===== src/rtl/add_accum_pkg.sv =====
// Shared types and saturation helpers for the add_accumulator frame accumulator.
package add_accum_pkg;

  typedef enum logic [1:0] {
    IDLE  = 2'd0,
    ACCUM = 2'd1,
    HOLD  = 2'd2
  } add_accum_state_t;

  localparam int SAT_FN_W = 64;

  // Helpers return a 64-bit value; callers cast down to their own width.
  function automatic logic [SAT_FN_W-1:0] sat_max(input int width);
    return (SAT_FN_W'(1) << (width - 1)) - SAT_FN_W'(1);
  endfunction

  function automatic logic [SAT_FN_W-1:0] sat_min(input int width);
    return SAT_FN_W'(1) << (width - 1);
  endfunction

endpackage


===== src/rtl/Adder.sv =====
// Carry-lookahead adder: 4-bit lookahead groups with the group carry rippled between groups.
module Adder #(
  parameter int DATA_WIDTH = 16
) (
  input  logic [DATA_WIDTH-1:0] a,
  input  logic [DATA_WIDTH-1:0] b,
  input  logic                  cin,
  output logic [DATA_WIDTH-1:0] sum,
  output logic                  cout
);

  localparam int GROUPS = DATA_WIDTH / 4;

  logic [DATA_WIDTH-1:0] g;
  logic [DATA_WIDTH-1:0] p;
  logic [DATA_WIDTH-1:0] c;

  assign g = a & b;
  assign p = a ^ b;

  // NOTE: every variable assigned in this block gets a default first, so no latch is inferred.
  always_comb begin
    logic carry;
    int   base;
    c     = '0;
    carry = cin;
    base  = 0;
    for (int k = 0; k < GROUPS; k++) begin
      base        = 4 * k;
      c[base]     = carry;
      c[base + 1] = g[base] | (p[base] & carry);
      c[base + 2] = g[base + 1] | (p[base + 1] & g[base])
                  | (p[base + 1] & p[base] & carry);
      c[base + 3] = g[base + 2] | (p[base + 2] & g[base + 1])
                  | (p[base + 2] & p[base + 1] & g[base])
                  | (p[base + 2] & p[base + 1] & p[base] & carry);
      carry       = g[base + 3] | (p[base + 3] & g[base + 2])
                  | (p[base + 3] & p[base + 2] & g[base + 1])
                  | (p[base + 3] & p[base + 2] & p[base + 1] & g[base])
                  | (p[base + 3] & p[base + 2] & p[base + 1] & p[base] & carry);
    end
    cout = carry;
  end

  assign sum = p ^ c;

endmodule


===== src/rtl/add_accumulator.sv =====
// Streaming signed frame accumulator feeding Adder; presents total, count and sticky overflow per frame.
// Define ADD_ACCUM_SATURATE_EN to clamp the total on overflow instead of wrapping.
module add_accumulator
  import add_accum_pkg::*;
#(
  parameter  int DATA_WIDTH = 16,
  parameter  int FRAME_LEN  = 8,
  localparam int CNT_W      = $clog2(FRAME_LEN + 1)
) (
  input  logic                  clk,
  input  logic                  rst_n,
  input  logic                  in_valid,
  output logic                  in_ready,
  input  logic [DATA_WIDTH-1:0] in_data,
  input  logic                  in_last,
  output logic                  out_valid,
  input  logic                  out_ready,
  output logic [DATA_WIDTH-1:0] out_sum,
  output logic [CNT_W-1:0]      out_count,
  output logic                  out_ovf
);

  localparam int MSB = DATA_WIDTH - 1;

  add_accum_state_t      state;
  logic [DATA_WIDTH-1:0] acc;
  logic [CNT_W-1:0]      cnt;
  logic                  ovf;
  logic [DATA_WIDTH-1:0] sum_q;
  logic [CNT_W-1:0]      count_q;
  logic                  ovf_q;

  logic [DATA_WIDTH-1:0] a_op;
  logic [DATA_WIDTH-1:0] add_sum;
  logic                  unused_cout;
  logic                  add_ovf;
  logic [DATA_WIDTH-1:0] acc_nxt;
  logic [CNT_W-1:0]      cnt_nxt;
  logic                  ovf_nxt;
  logic                  in_fire;
  logic                  frame_end;

  assign in_ready  = (state != HOLD);
  assign out_valid = (state == HOLD);
  assign in_fire   = in_valid && in_ready;

  assign a_op = (state == IDLE) ? '0 : acc;

  Adder #(.DATA_WIDTH(DATA_WIDTH)) u_adder (
    .a    (a_op),
    .b    (in_data),
    .cin  (1'b0),
    .sum  (add_sum),
    .cout (unused_cout)
  );

  // Signed overflow: operands agree in sign but the result does not.
  assign add_ovf = (a_op[MSB] == in_data[MSB]) && (add_sum[MSB] != a_op[MSB]);

`ifdef ADD_ACCUM_SATURATE_EN
  localparam logic [DATA_WIDTH-1:0] SAT_MAX = DATA_WIDTH'(sat_max(DATA_WIDTH));
  localparam logic [DATA_WIDTH-1:0] SAT_MIN = DATA_WIDTH'(sat_min(DATA_WIDTH));

  // A positive accumulator can only overflow upward, a negative one only downward.
  assign acc_nxt = !add_ovf ? add_sum : (a_op[MSB] ? SAT_MIN : SAT_MAX);
`else
  assign acc_nxt = add_sum;
`endif

  assign cnt_nxt   = cnt + CNT_W'(1);
  assign ovf_nxt   = ovf | add_ovf;
  assign frame_end = in_last || (cnt_nxt == CNT_W'(FRAME_LEN));

  // NOTE: sequential state uses non-blocking assignments so every register samples pre-edge values.
  always_ff @(posedge clk or negedge rst_n) begin
    if (!rst_n) begin
      state   <= IDLE;
      acc     <= '0;
      cnt     <= '0;
      ovf     <= 1'b0;
      sum_q   <= '0;
      count_q <= '0;
      ovf_q   <= 1'b0;
    end else begin
      case (state)
        IDLE, ACCUM: begin
          if (in_fire) begin
            acc <= acc_nxt;
            cnt <= cnt_nxt;
            ovf <= ovf_nxt;
            if (frame_end) begin
              state   <= HOLD;
              sum_q   <= acc_nxt;
              count_q <= cnt_nxt;
              ovf_q   <= ovf_nxt;
            end else begin
              state <= ACCUM;
            end
          end
        end
        HOLD: begin
          // Clearing the output registers here keeps the outputs at 0 outside HOLD.
          if (out_ready) begin
            state   <= IDLE;
            acc     <= '0;
            cnt     <= '0;
            ovf     <= 1'b0;
            sum_q   <= '0;
            count_q <= '0;
            ovf_q   <= 1'b0;
          end
        end
        default: state <= IDLE;
      endcase
    end
  end

  assign out_sum   = sum_q;
  assign out_count = count_q;
  assign out_ovf   = ovf_q;

endmodule

===== config.mk =====
export PLATFORM = sky130hd
export DESIGN_NAME = add_accumulator
export DESIGN_NICKNAME = d
export VERILOG_FILES = /design/src/rtl/add_accum_pkg.sv /design/src/rtl/Adder.sv /design/src/rtl/add_accumulator.sv
export SDC_FILE = /design/constraint.sdc
export NUM_CORES = 1
export LEC_CHECK = 0
export ABC_AREA = 1
export CORE_MARGIN = 2
export CORE_UTILIZATION = 30
export DETAILED_ROUTE_END_ITERATION = 10
export HOLD_SLACK_MARGIN = 0.06
export MAX_ROUTING_LAYER = met4
export PLACE_DENSITY = 0.6
export SYNTH_ARGS = -nofsm -noshare
export SYNTH_HDL_FRONTEND = slang
export SYNTH_SLANG_ARGS = --single-unit

===== constraint.sdc =====
create_clock -name clk -period 2.8 [get_ports clk]
set_clock_uncertainty 0.2 [all_clocks]
set_input_delay 0.7 -clock clk [delete_from_list [all_inputs] [get_ports clk]]
set_output_delay 0.7 -clock clk [all_outputs]
set_load 0.05 [all_outputs]

# Word-level counts from Yosys, hierarchy flattened
# Index checks and enable logic that the tools add are counted.
# totals
reg_bits	44
latchBits	0
ramBits	0
rom_bits	0
input_bits	21
output_inout_bits	23
wordCells	135
mem_count	0
# op_classes
n_addsub	1
multipliers	0
n_div	0
n_lt_le_gt_ge	0
n_eq_ne	9
shift	0
mux	23
bitwise	86
reduce_logical	9
# op_table
op	count
$mux W16	5
$pmux W16 S2	2
$and A1 B1 Y1	50
$or A1 B1 Y1	33
$xor A16 B16 Y16	2
$mux W4	4
$pmux W4 S2	2
$and A15 B15 Y15	1
$mux W2	3
$ne A2 B2 Y1 const B	3
$add A4 B1 Y4 const B	1
$eq A4 B4 Y1 const B	1
$mux W1	4
$pmux W1 S2	2
$pmux W2 S2	1
$reduce_and A4 Y1	1
$reduce_and A3 Y1	1
$eq A2 B1 Y1 const B	1
$eq A2 B2 Y1 const B	1
$logic_and A1 B1 Y1	2
$logic_not A2 Y1	1
$ne A2 B1 Y1 const B	1
$reduce_and A2 Y1	1
$reduce_bool A2 Y1	1
other kinds (4)	4

# Logic depth before layout (Yosys ltp)
# logic_depth
word_depth	20
mapped_depth	17
ltp_nobuf	17

# Hierarchy
# Synthesis repeated with hierarchy kept, for this count alone.
# unflattened
hier_cells	364
hier_area_um2	2787.7
# modules_own_cells
module	instances	cells_each	area_each_um2	seq_area_each_um2
add_accumulator	1	261	2060.7	1101.1
Adder	1	103	726.9	0.0

# Worst setup path before layout
# No wires, ideal clock.
# synth_timing
path_kind	reg-to-reg
start	register state[1]
end	register acc[13]
setup_time_ps	126
t_arrival_ps	2583
t_required_ps	2474
slack_ps	-109
stages_incl_launch_ff	17
n_path_buf	1
period_less_slack_ps	2909
path_cell_list	dfrtp_1 nor2_1 clkbuf_1 nor2_1 ha_1 nand3_1 nor2_1 nand2_2 nand2_4 nand2_4 nand2_4 inv_1 fa_1 xor2_1 nor2_1 nand2_1 o21ai_0
# synth_via
elab_chain_cells	16
word_cells_on_any_way	48
classes_between	5 x eq/ne; 3 x mux; 35 x bitwise; 5 x reduce/logical
# synth_rtl
item	line	source
from (decl)	add_accumulator.sv:25	add_accum_state_t state;
from (signal assigned)	add_accumulator.sv:77	state <= IDLE;
from (signal assigned)	add_accumulator.sv:92	state <= HOLD;
from (signal assigned)	add_accumulator.sv:97	state <= ACCUM;
$logic_not A2 Y1	add_accumulator.sv:47, add_accumulator.sv:85	
$mux W16	add_accumulator.sv:47	assign a_op = (state == IDLE) ? '0 : acc;
$xor A16 B16 Y16 or $and A15 B15 Y15 (tied branches)	Adder.sv:19, Adder.sv:18	
$and A1 B1 Y1, on equally long branches	Adder.sv:37, Adder.sv:38, Adder.sv:39	
$or A1 B1 Y1, or another cell as far along	Adder.sv:37	carry = g[base + 3] | (p[base + 3] & g[base + 2])
$or A1 B1 Y1 or $and A1 B1 Y1 (tied branches)	Adder.sv:38, Adder.sv:39	
$or A1 B1 Y1	Adder.sv:39	| (p[base + 3] & p[base + 2] & p[base + 1] & g[base])
$and A1 B1 Y1	Adder.sv:40	| (p[base + 3] & p[base + 2] & p[base + 1] & p[base] & carry);
$or A1 B1 Y1	Adder.sv:40	
$and A1 B1 Y1	Adder.sv:40	
$or A1 B1 Y1	Adder.sv:40	
$and A1 B1 Y1	Adder.sv:31	c[base + 1] = g[base] | (p[base] & carry);
$or A1 B1 Y1	Adder.sv:31	
$xor A16 B16 Y16	Adder.sv:45	assign sum = p ^ c;
$mux W16	add_accumulator.sv:87	if (in_fire) begin
$pmux W16 S2	add_accumulator.sv:85	case (state)
to (signal assigned)	add_accumulator.sv:88	acc <= acc_nxt;
to (decl)	add_accumulator.sv:26	logic [DATA_WIDTH-1:0] acc;
# Several ways; a longest one is shown, not always the timed one. The select of a mux whose other input is x is not followed.
# A chain may end at the register's enable or synchronous reset.

# Worst setup path after layout
# layout_timing
start	input port in_data[3]
end	register acc[13]
# layout_via
elab_chain_cells	14
word_cells_on_any_way	19
classes_between	2 x mux; 17 x bitwise
# layout_rtl
item	line	source
from (decl)	add_accumulator.sv:14	input logic [DATA_WIDTH-1:0] in_data,
$xor A16 B16 Y16	Adder.sv:19	assign p = a ^ b;
$and A1 B1 Y1, on equally long branches	Adder.sv:37, Adder.sv:38, Adder.sv:39	
$or A1 B1 Y1, or another cell as far along	Adder.sv:37	
$or A1 B1 Y1 or $and A1 B1 Y1 (tied branches)	Adder.sv:38, Adder.sv:39	
$or A1 B1 Y1 *	Adder.sv:39	
$and A1 B1 Y1 *	Adder.sv:40	
$or A1 B1 Y1 *	Adder.sv:40	
$and A1 B1 Y1 *	Adder.sv:40	
$or A1 B1 Y1 *	Adder.sv:40	
$and A1 B1 Y1 *	Adder.sv:31	
$or A1 B1 Y1 *	Adder.sv:31	
$xor A16 B16 Y16 *	Adder.sv:45	
$mux W16 *	add_accumulator.sv:87	
$pmux W16 S2 *	add_accumulator.sv:85	
# Mark *: on every way between the ends. The rest lies on a longest branch, timed or not. The select of a mux whose other input is x is not followed.

==> qor.csv <==
metric;value;unit
Synth Instances;322;
reg-to-reg startpoint;state[0];
most area-consuming cells after synthesis;dfrtp_1 43%, nand2_1 12%, ha_1 7.8%, inv_1 6.1%, nor2_1 3.9%;
Tightest Hold Check Type;in2async;
root buffer cell;clkbuf_8;
routed len/inst;12.4;um
Top FF cell, synth;dfrtp_1;
Clock Tree Buf Depth;2;
worst-path fanout max;3;
n_diodes;0;
H-tree depth;2;
Sink Count;44;
crit share post-route;96.4;%
overall routed net length;6260;um
max-cap viol count;0;
CP Capture Type;flop;
RSZ-0062 raised after global routing;yes;
Fmax;370;MHz
count of cell types in the netlist;30;
Crit Reg-Reg Endpoint;acc[13];
core area;8300;um^2
fin. max-slew vios;0;
EDFF count, synth;0;
Vias;2306;
FF-to-FF setup slack;0.13;ns
critical path type;in2reg;
slowest stage cell, crit path;clkdlybuf4s50_1;
final hold vios;0;
vias in the first global route;2232;
Leak;1.80;nW
gr usage total;14.5;%
die width;96.8;um
grt total ovfl;0;
crit path launch type;primary input;
Die Ht;96.8;um
Synth top area share;42.7;%
CP required;2.83;ns
antenna violations before repair;0;
synthesized area per cell;8.02;um^2
share of total power in sequential cells;28.2;%
initial DRC count;91;
worst reg-to-reg path cell count;16;
utilization after layout;42.9;%
final net count;438;
global-route wire length before repair;10800;um
Die ar.;9360;um^2
Pint;2.07;mW
PD cells;1070;nW/um^2
ANT nets after route;0;
Routability Congestion;0.823;
async set-reset flop share out of synthesis;100;%
TNS Setup;0;ns
DP HPWL;4630;um
top-count cell post-synth;nand2_1;
Cell Chain, Critical Path;clkdlybuf4s50_1 > ha_4 > or2_0 > nand2_1 > nand2_2 > nand2_2 > nand2_4 > nand2_4 > nand2_4 > inv_2 > fa_2 > xor2_1 > nor2_1 > nand2_1 > o21ai_1;
outcome;finished clean;
worst-margin pin slew;0.635;ns
share of layout cells above drive strength 1;19.3;%
IO Port Bufs;43;
clock latency on the worst-skew pair;0.31;ns
Combinational Power Share;58.2;%
peak per-stage delay on the critical path;0.45;ns
switching pwr;1.75;mW
multi-input logic area;1350;um^2
# IOs;44;
pin count of the biggest net entering global routing;30;
register area share after synthesis;42.7;%
Register Area;1100;um^2
Residual DRC;0;
area leader, netlist;dfrtp_1;
fillers;830;
CP dominant cell by count;nand2_4;
Reg clk slew, reported paths;0.09;ns
drt pass-1 iters;4;
FP Rows;33;
slew margin rel.;57.6;%
CTS tree;done;
Netlist Area Pre-Place;2580;um^2
Min Clock Period, post-route;2.70;ns
Post-Syn Nets;363;
Synth top cells by count;82 x nand2_1, 44 x dfrtp_1, 42 x inv_1, 27 x nor2_1, 17 x o21ai_1;
critical path arrival;2.73;ns
synthesized flop and latch total;44;
Max IR drop VDD;0.600;mV
CTS Buf Count;5;
Pwr Total;3.82;mW
switching share of total power;45.7;%
Initial Util;31.1;%
final setup fails;0;
drt via density;4.58;
P&R area growth vs syn;38.0;%
Clk network pwr share;13.6;%
YS warnings;0;
-- sequential cells by signal (all words and copies together) (netlist names) --
| signal | count |
|---|---|
| cnt | 4 |
| acc | 16 |
| state | 2 |
| out_ovf | 1 |
| out_count | 4 |
| ovf | 1 |
| out_sum | 16 |
-- cells by family (layout without fill, tap and decap cells) --
logic type | Yosys count | count (layout) | share of synthesized area (%)
compound gates | 52 | 52 | 10.9
xor+xnor | 2 | 2 | 0.679
fa+ha+maj | 20 | 20 | 10.9
buf+inv | 55 | 131 | 8.97
flops | 44 | 44 | 42.7
simple gates | 149 | 149 | 25.9
-- cells in the final DEF (no fill, tap or decap), types with 2 or more instances in the layout --
cell / count
nor2_1: 19
nand2_1: 81
nand3_2: 2
clkbuf_8: 6
nand2_4: 5
nor2_4: 4
nand3_1: 15
ha_1: 12
dfrtp_1: 43
o21ai_0: 11
nor2_2: 5
inv_1: 41
fa_1: 3
buf_4: 35
clkdlybuf4s50_1: 40
ha_4: 4
a21oi_1: 13
inv_2: 3
nand2_2: 5
xor2_1: 2
o21ai_1: 19
o22ai_1: 6
nand4_1: 8
nand3b_1: 2
-- metal layers --
metal  track usage (%)  routed length (um)  vias up
met5                 -                   0        -
met1              19.3                2960     1068
li1                  -                   -     1178
met2              22.7                2920       51
met4              3.90                  74        0
met3              2.96                 308        9
-- power by group through the flow --
stage,Sequential [mW],Clock (mW),Combinational (mW)
floorplan,1.57,0,0.924
CTS,1.08,0.531,2.11
global placement,1.09,0,2.07
global route,1.12,0.557,2.46
detailed placement,1.09,0,2.10
finish,1.08,0.521,2.23
-- final cells by class --
| class | count | area share (%) |
|---|---|---|
| clock buffers | 6 | 2.32 |
| clock inverters | 2 | 1.09 |
| inverters | 46 | 4.92 |
| multi-input cells | 223 | 37.9 |
| flip-flops and latches | 44 | 30.9 |
| well taps | 105 | 3.69 |
| repair buffers | 77 | 19.2 |
-- what timing repair did --
item / in CTS / in global routing
gates resized for setup: 0 / 24
hold buffers: 0 / 0
setup buffers: 0 / 5
endpoints found under the setup margin: 0 / 8
-- worst max path at each step --
stage | from | endpoint | slack, ns | cells after the start
2_1_floorplan | state[1] | acc[13] | 0.05 | 16
3_3_place_gp | in_data[7] | acc[13] | -0.20 | 14
3_5_place_dp | in_data[2] | acc[13] | -0.25 | 16
4_1_cts | state[1] | acc[13] | 0.04 | 16
5_1_grt | in_data[3] | acc[13] | -0.04 | 15
6_report | in_data[3] | acc[13] | 0.10 | 15
-- worst max-delay path, delay by kind of cell --
kind | cells | cell delay (ns)
and+or+nand+nor | 9 | 0.71
adders and majority gates | 2 | 0.63
buffers and inverters | 2 | 0.49
xor gates and xnor gates | 1 | 0.14
AOI/OAI and AO/OA | 1 | 0.07
-- metrics by stage --
stage	cells	cell area (um^2)	setup WS, ns	hold slack, ns
floorplan	322	2580	0.0467	0.204
global placement	490	3300	-0.200	0.262
detailed placement	490	3300	-0.254	0.259
CTS	498	3420	0.0387	0.224
global route	503	3560	-0.0412	0.251
finish	503	3560	0.100	0.201
Note: power is estimated with default switching activity, not from simulation.
